<file path="src/rtl/fifo_cbb_par_wr.sv">
// fifo_cbb_par_wr
//   Write-side front end for a parity-protected fifo_cbb (clk_wr domain).
//   A two-entry skid buffer takes user words over valid/ready and drains
//   them into the FIFO whenever fifo_afull is low. Each word is written as
//   {even_parity, data}. Writes into a full FIFO are flagged but still issued.
//
//   Optional feature macro: FIFO_CBB_PAR_INJ_EN
//     Adds err_inj / err_inj_done. An err_inj pulse arms a one-shot that
//     inverts the parity bit of the next word written.
//
// Ports:
//   clk_wr        in   write clock
//   wr_reset      in   asynchronous active-high reset
//   usr_valid     in   user word valid
//   usr_data      in   user word [FIFO_WIDTH-1:0]
//   usr_ready     out  buffer can accept (decoded from occupancy only)
//   fifo_afull    in   FIFO programmable almost-full
//   fifo_full     in   FIFO full (overflow detection only)
//   fifo_wen      out  FIFO write enable (registered)
//   fifo_wdata    out  {parity, data} [FIFO_WIDTH:0] (registered)
//   wr_cnt        out  words written, wraps
//   ovf_err       out  fifo_wen & fifo_full
//   ovf_err_flag  out  sticky ovf_err
//   err_inj       in   arm parity inversion       (FIFO_CBB_PAR_INJ_EN)
//   err_inj_done  out  inverted word being written (FIFO_CBB_PAR_INJ_EN)

module fifo_cbb_par_wr #(
  parameter int unsigned FIFO_WIDTH = 8,
  parameter int unsigned CNT_WIDTH  = 32
) (
  input  logic                  clk_wr,
  input  logic                  wr_reset,
  input  logic                  usr_valid,
  input  logic [FIFO_WIDTH-1:0] usr_data,
  output logic                  usr_ready,
  input  logic                  fifo_afull,
  input  logic                  fifo_full,
  output logic                  fifo_wen,
  output logic [FIFO_WIDTH:0]   fifo_wdata,
  output logic [CNT_WIDTH-1:0]  wr_cnt,
  output logic                  ovf_err,
`ifdef FIFO_CBB_PAR_INJ_EN
  output logic                  ovf_err_flag,
  input  logic                  err_inj,
  output logic                  err_inj_done
`else
  output logic                  ovf_err_flag
`endif
);

  logic [1:0]            r_cnt;
  logic [FIFO_WIDTH-1:0] r_buf [2];
  logic                  r_wen;
  logic [FIFO_WIDTH:0]   r_wdata;
  logic [CNT_WIDTH-1:0]  r_wr_cnt;
  logic                  r_ovf_flag;

  logic                  w_accept;
  logic                  w_pop;
  logic                  w_tail;
  logic                  w_par;
  logic [1:0]            w_cnt_nxt;

  assign usr_ready = (r_cnt != 2'd2);
  assign w_accept  = usr_valid & usr_ready;
  assign w_pop     = (r_cnt != 2'd0) & ~fifo_afull;

  // Entry 0 is always the head; a pop shifts entry 1 down, so the tail slot
  // for an incoming word is the occupancy left after this cycle's pop.
  assign w_tail = (r_cnt == 2'd1) & ~w_pop;

  always_comb begin
    w_cnt_nxt = r_cnt;
    case ({w_accept, w_pop})
      2'b10:   w_cnt_nxt = r_cnt + 2'd1;
      2'b01:   w_cnt_nxt = r_cnt - 2'd1;
      default: w_cnt_nxt = r_cnt;
    endcase
  end

`ifdef FIFO_CBB_PAR_INJ_EN
  logic r_armed;
  logic r_inj_done;
  logic w_inj;

  // Only an already-armed one-shot affects the current pop, so an err_inj
  // coincident with a pop applies to the following one.
  assign w_inj        = r_armed & w_pop;
  assign err_inj_done = r_inj_done;

  always_ff @(posedge clk_wr or posedge wr_reset) begin
    if (wr_reset) begin
      r_armed    <= 1'b0;
      r_inj_done <= 1'b0;
    end else begin
      r_inj_done <= w_inj;
      if (w_inj)
        r_armed <= 1'b0;
      else if (err_inj)
        r_armed <= 1'b1;
    end
  end

  assign w_par = (^r_buf[0]) ^ w_inj;
`else
  assign w_par = ^r_buf[0];
`endif

  always_ff @(posedge clk_wr or posedge wr_reset) begin
    if (wr_reset) begin
      r_cnt    <= '0;
      r_buf[0] <= '0;
      r_buf[1] <= '0;
    end else begin
      r_cnt <= w_cnt_nxt;
      if (w_pop)
        r_buf[0] <= r_buf[1];
      if (w_accept)
        r_buf[w_tail] <= usr_data;
    end
  end

  always_ff @(posedge clk_wr or posedge wr_reset) begin
    if (wr_reset) begin
      r_wen      <= 1'b0;
      r_wdata    <= '0;
      r_wr_cnt   <= '0;
      r_ovf_flag <= 1'b0;
    end else begin
      r_wen <= w_pop;
      if (w_pop) begin
        r_wdata  <= {w_par, r_buf[0]};
        r_wr_cnt <= r_wr_cnt + CNT_WIDTH'(1);
      end
      if (ovf_err)
        r_ovf_flag <= 1'b1;
    end
  end

  assign fifo_wen     = r_wen;
  assign fifo_wdata   = r_wdata;
  assign wr_cnt       = r_wr_cnt;
  assign ovf_err      = r_wen & fifo_full;
  assign ovf_err_flag = r_ovf_flag;

endmodule

</file>
<file path="config.mk">
export PLATFORM = sky130hd
export DESIGN_NAME = fifo_cbb_par_wr
export DESIGN_NICKNAME = d
export VERILOG_FILES = /design/src/rtl/fifo_cbb_par_wr.sv
export SDC_FILE = /design/constraint.sdc
export NUM_CORES = 1
export LEC_CHECK = 0
export ABC_AREA = 1
export CORE_MARGIN = 8
export CORE_UTILIZATION = 47
export CTS_CLUSTER_DIAMETER = 100
export DETAILED_ROUTE_END_ITERATION = 16
export GPL_ROUTABILITY_DRIVEN = 1
export PLACE_DENSITY = 0.87
export SETUP_SLACK_MARGIN = 0.02
export SLEW_MARGIN = 20
export SYNTH_ARGS = -nofsm -noshare
export SYNTH_HDL_FRONTEND = slang
export SYNTH_SLANG_ARGS = --single-unit
</file>
<file path="constraint.sdc">
create_clock -name clk_wr -period 1.8 [get_ports clk_wr]
set_input_delay 0.27 -clock clk_wr [delete_from_list [all_inputs] [get_ports clk_wr]]
set_output_delay 0.27 -clock clk_wr [all_outputs]
set_load 0.01 [all_outputs]
</file>
==> results of run 1 <==
[metrics by stage]
| step | util, % | power, W | cell area, um2 | setup WS, ns | std cells |
|---|---|---|---|---|---|
| global route | 62.0 | 0.00567 | 4150 | 0.00694 | 547 |
| floorplan | - | 0.00319 | 3190 | 0.276 | 391 |
| CTS | 61.6 | 0.00527 | 4120 | 0.145 | 545 |
| finish | 62.0 | 0.00527 | 4150 | 0.140 | 547 |
| global placement | 58.1 | 0.00377 | 3880 | 0.134 | 528 |
| detailed placement | 58.1 | 0.00388 | 3880 | 0.0821 | 528 |
[logic make-up (layout without fill, tap and decap cells)]
logic type | count (synthesis) | in the layout
simple gates | 232 | 232
flops | 61 | 61
buf+inv | 44 | 120
compound gates | 25 | 25
xor+xnor | 21 | 21
fa+ha+maj | 5 | 5
mux | 3 | 3
[report_power, final]
part	internal, W	switching [W]	leakage (nW)
clock	0.000851	0.000523	0.116
combinational	0.000885	0.000971	1.00
sequential	0.00175	0.000289	0.779
total	0.00348	0.00178	1.90
[Yosys cell counts]
cell type and number:
clkinv_1 1, nor2_8 1, xor2_1 8, o21ai_1 6
nand3b_1 10, nand2_4 1, inv_1 36, nand3_1 11
a31oi_1 3, nor3_2 1, nand3_2 2, or2_2 1
buf_2 6, nand2_2 8, inv_2 1, nor2_2 11
o211ai_1 5, xnor2_1 13, nor3_1 2, dfrtp_1 61
o21ai_0 11, ha_1 5, nor2_4 5, nand2_1 143
nor2_1 33, nand4_1 3, mux2_2 3
[repair_timing]
action | CTS | global route
pin swaps | 0 | 1
setup buffers | 1 | 2
endpoints found under the setup margin | 1 | 8
resized for setup | 1 | 3
[per-layer routing]
| metal | vias to the layer above | wire, um |
|---|---|---|
| met1 | 1297 | 3060 |
| met5 | - | 0 |
| met4 | 0 | 158 |
| met3 | 18 | 477 |
| met2 | 79 | 3780 |
| li1 | 1363 | - |
[layout make-up]
cell class / count / share of cell area (%)
clock buffers: 12 / 3.74
clock inverters: 4 / 1.69
inverters: 38 / 3.53
multi-input cells: 286 / 36.0
flip-flops and latches: 61 / 36.8
well taps: 80 / 2.41
repair buffers: 66 / 15.8
[worst max path at each step]
stage	start	end	slack (ns)
3_3_place_gp	fifo_afull	wr_cnt[31]$_DFFE_PP0P_	0.13
5_1_grt	r_cnt[1]$_DFFE_PP0P_	r_buf[15]$_DFF_PP0_	0.007
4_1_cts	wr_cnt[25]$_DFFE_PP0P_	wr_cnt[25]	0.15
3_5_place_dp	fifo_afull	r_buf[12]$_DFF_PP0_	0.08
6_report	wr_cnt[25]$_DFFE_PP0P_	wr_cnt[25]	0.14
2_1_floorplan	r_cnt[0]$_DFFE_PP0P_	wr_cnt[31]$_DFFE_PP0P_	0.28
==> out/results.txt, run 1 <==
Status: finished, final reports clean
Compound-Gate Fraction of Synth Area: 4.44%
Commonest non-fill, non-tap cell in the layout: nand2_1
Ant. Diodes: 0
Hpwl dp: 5530 um
Routing usage on met1: 18.5%
Grt met3 use: 5.55%
Io pins: 58
Largest net degree at the start of global routing: 62
Worst path slowest cell: clkdlybuf4s50_1
Most frequent cells in the layout: 143 x nand2_1, 61 x dfrtp_1, 56 x clkdlybuf4s50_1
Clock latency on the worst-skew pair: 0.34 ns
Drt pass-1 iters: 4
#FFs+latches synth: 61
Fill count: 546
GR Util All Layers: 16.4%
Reg2Reg Launch Point: r_cnt[1]$_DFFE_PP0P_
Crit start category: flip-flop
Clk slew on worst S/H paths: 0.07 ns
H-Tree Depth: 3
WS Path Type: flip-flop to output port
Max Root-Sink Buffers: 2
GR Overflow Total: 0
Leakage: 1.90 nW
CTS tree: yes
Share of cells above drive strength 1: 12.8%
Drt total wl: 7470 um
R2R depth: 10
Largest delay share family, worst path: buffers and inverters
CP Max Fanout: 6
Cell row count: 30
Measured slew at the worst slew-check pin: 0.326 ns
Achievable Freq: 603 MHz
Area growth syn-to-layout: 30.2%
Cts hold-fix bufs: 0
Critical Path, Cell by Cell: clkdlybuf4s50_1
Post-synthesis adder-cell area fraction: 1.97%
Final nets: 480
Synth warn: 0
Wire per inst: 13.7 um
CTS Buf Count: 9
Met2 Resource Use GR: 27.4%
Hold Violations, Final: 0
Post-synth top area cell: dfrtp_1
Register-to-register setup slack: 0.19 ns
Worst Clk Skew: 0.00908 ns
Crit Reg-Reg Endpoint: wr_cnt[31]$_DFFE_PP0P_
Fin crit period: 1.66 ns
Worst stage delay on the critical path: 0.58 ns
Final setup viols: 0
Slew Limit Fails: 0
Xor-xnor portion of the synthesized cell area: 5.78%
Drt initial violations: 165
ANT nets after route: 0
Starting Density: 47.6%
Hold_ws: 0.358 ns
# port buffers: 57
CTS root buf: clkbuf_8
Die area: 9660 um2
Sequential area share after synthesis: 48.0%
CTS sink count: 61
Final Wtd Congestion: 0.912
Arrival @ worst endpoint: 1.39 ns
Die Wd: 98.3 um
Mapped cell area: 3180 um2
Worst Hold Class: primary input to async pin
Vias in the first global route: 2774
Pwr/cell area: 1270 nW/um2
Synth top area share: 48.0%
Critical path buffer and inverter count: 1
Crit share post-route: 92.2%
Initial antenna violation count: 0
Register Area: 1530 um2
Height of the die: 98.3 um
VDD IR-drop max: 0.634 mV
Netlist cell types: 27
Max_cap viols: 0
CP Capture Type: output port
Post-Synthesis Cells: 391
Setup TNS: 0 ns
Post-Syn Nets: 409
Largest family of logic cells by synthesized area: simple AND/OR/NAND/NOR gates
RSZ-0062 raised after global routing: yes
Post-synthesis mux area share: 1.06%
Drt drc: 0
Post-Synth Simple-Gate Area: 33.4%
Core footprint: 6680 um2
Syn Area/Cell: 8.14 um2
Largest cells by area after synthesis: dfrtp_1 48%, nand2_1 17%, inv_1 4.2%, nor2_1 3.9%, xnor2_1 3.6%
Global-route wire length before repair: 13000 um
CP Depth: 1
Busiest metal layer after global routing: met2
Worst EP required: 1.53 ns
Relative slew slack: 78.3%
DR vias: 2757
Footprint of the multi-input gates: 1490 um2
Via-to-Cell Ratio: 5.04
(Power assumes the default switching activity.)
==> run 2: changes to the inputs <==
SLEW_MARGIN = not set   (was 20)
==> results of run 2 <==
Final layout, timing and power as in run 1 (identical DEF).
==> run 3: changes to the inputs <==
CORE_UTILIZATION = 52   (was 47)
PLACE_DENSITY = 0.9   (was 0.87)
clock period = 1.66 ns   (was 1.8 ns; I/O delays follow)
==> run 3 against run 2 <==
Against the previous run:
- sequential cell count did not move
- worst hold slack got worse by 0.015 ns
- non-clock buffer count rose by 9
- clock power fell by 18%
- clock-buffer cell count rose by 1
- sequential power rose by 8%
- largest power group is now combinational logic
- clock skew fell by 0.0025 ns
- sequential share of layout area fell by 0.42 points
- cell count rose by 0.55%
- highest routed layer unchanged
- combinational power rose by 20%
- total power rose by 6.0%
- critical path depth did not move
==> out/results.txt, run 3 (synthesized netlist as in run 1, its figures left out) <==
Starting Density: 53.8%
Clock latency on the worst-skew pair: 0.34 ns
Hold_ws: 0.344 ns
Max_cap viols: 0
# port buffers: 57
Switching share of total power: 36.6%
Largest delay share family, worst path: buffers and inverters
Vias in the first global route: 2847
Logic pwr share: 40.0%
Worst Hold Class: primary input to async pin
WS Path Type: flip-flop to output port
Register share of total power: 39.7%
Drt pass-1 iters: 5
Worst stage delay on the critical path: 0.59 ns
Hpwl dp: 5770 um
Crit share post-route: 97.6%
CTS tree: yes
Most frequent cells in the layout: 143 x nand2_1, 59 x dfrtp_1, 56 x clkdlybuf4s50_1
Cts hold-fix bufs: 0
Measured slew at the worst slew-check pin: 0.320 ns
CTS sink count: 61
Crit start category: flip-flop
Commonest non-fill, non-tap cell in the layout: nand2_1
Initial antenna violation count: 0
H-Tree Depth: 3
Total power: 0.00558 W
CP Max Fanout: 5
Share of cells above drive strength 1: 14.9%
Setup TNS: 0 ns
Hold Violations, Final: 0
Drt drc: 0
DR vias: 2876
Die Wd: 94.2 um
Placed cell count: 527
Status: finished, final reports clean
Worst EP required: 1.41 ns
Global-route wire length before repair: 13400 um
Height of the die: 94.2 um
CTS Buf Count: 9
Wire per inst: 14.7 um
Achievable Freq: 617 MHz
Cell row count: 28
Non-Filler Instances: 550
P_sw: 0.00204 W
Die area: 8880 um2
RSZ-0062 raised after global routing: yes
Pwr/cell area: 1330 nW/um2
Leakage: 1.93 nW
CTS root buf: clkbuf_8
Drt initial violations: 189
Critical path buffer and inverter count: 1
Arrival @ worst endpoint: 1.37 ns
Relative slew slack: 78.7%
Slew Limit Fails: 0
Fin crit period: 1.62 ns
Clk slew on worst S/H paths: 0.07 ns
Clk pwr share: 20.3%
Largest net degree at the start of global routing: 62
Max Root-Sink Buffers: 2
Area growth syn-to-layout: 32.0%
Worst Clk Skew: 0.00654 ns
Io pins: 58
CP Capture Type: output port
GR Util All Layers: 19.1%
Final setup viols: 0
Via-to-Cell Ratio: 5.23
ANT nets after route: 0
Layout Utilization: 70.9%
Drt total wl: 8110 um
Core footprint: 5920 um2
Ant. Diodes: 0
Worst path slowest cell: clkdlybuf4s50_1
Critical Path, Cell by Cell: clkdlybuf4s50_1
Final Wtd Congestion: 0.890
P_int: 0.00354 W
VDD IR-drop max: 0.880 mV
Final nets: 489
GR Overflow Total: 0
run 3: cell count changes in the layout (fill, tap and decap cells not counted), sizes merged:
cell	delta
clkbuf	+1
buf	+9
bufinv	-2
run 3: power groups by stage:
stage	Clock (W)	Sequential, W	Combinational (W)
finish	0.00113	0.00221	0.00223
global route	0.00121	0.00227	0.00247
CTS	0.00112	0.00221	0.00210
detailed placement	0	0.00224	0.00203
global placement	0	0.00221	0.00189
floorplan	0	0.00226	0.00120
run 3: path summary, 6_finish.rpt:
path | endpoint | from | slack [ns] | cells after the start
min | fifo_wen$_DFF_PP0_ | wr_reset | 0.34 | 3
min reg2reg | ovf_err_flag$_DFFE_PP0P_ | ovf_err_flag$_DFFE_PP0P_ | 0.46 | 1
max in group asynchronous | wr_cnt[19]$_DFFE_PP0P_ | wr_reset | 1.04 | 3
max | wr_cnt[15] | wr_cnt[15]$_DFFE_PP0P_ | 0.04 | 1
max reg2reg | wr_cnt[22]$_DFFE_PP0P_ | r_cnt[0]$_DFFE_PP0P_ | 0.09 | 9
min in group clk_wr | ovf_err_flag$_DFFE_PP0P_ | ovf_err_flag$_DFFE_PP0P_ | 0.46 | 1
run 3: cell type report:
type | instances | area (um2)
flip-flops and latches | 61 | 1530
inverters | 38 | 146
repair buffers | 75 | 737
well taps | 75 | 93.8
clock buffers | 13 | 149
multi-input cells | 286 | 1540
fillers | 415 | 1720
clock inverters | 2 | 10.0
run 3: through the flow:
step | setup slack, ns | cell area (um2)
floorplan | 0.136 | 3190
global placement | -0.0269 | 3910
detailed placement | -0.0989 | 3910
CTS | 0.0221 | 4100
global route | -0.0220 | 4200
finish | 0.0398 | 4200
run 3: timing repair:
action	in CTS	in global routing
gates resized for setup	3	13
endpoints found under the setup margin	11	27
pin swaps	2	6
setup buffers	4	4
run 3: worst min-delay path, cell delays in order:
cell	delay, ns
clkdlybuf4s50_1	0.44
clkinvlp_4	0.09
buf_12	0.29
run 3: routing by layer:
metal | vias to the layer above | routed length [um] | global-route usage (%)
met3 | 15 | 449 | 3.44
met4 | 0 | 150 | 8.85
met5 | - | 0 | 0
met2 | 107 | 4190 | 32.7
li1 | 1374 | - | -
met1 | 1380 | 3310 | 22.6
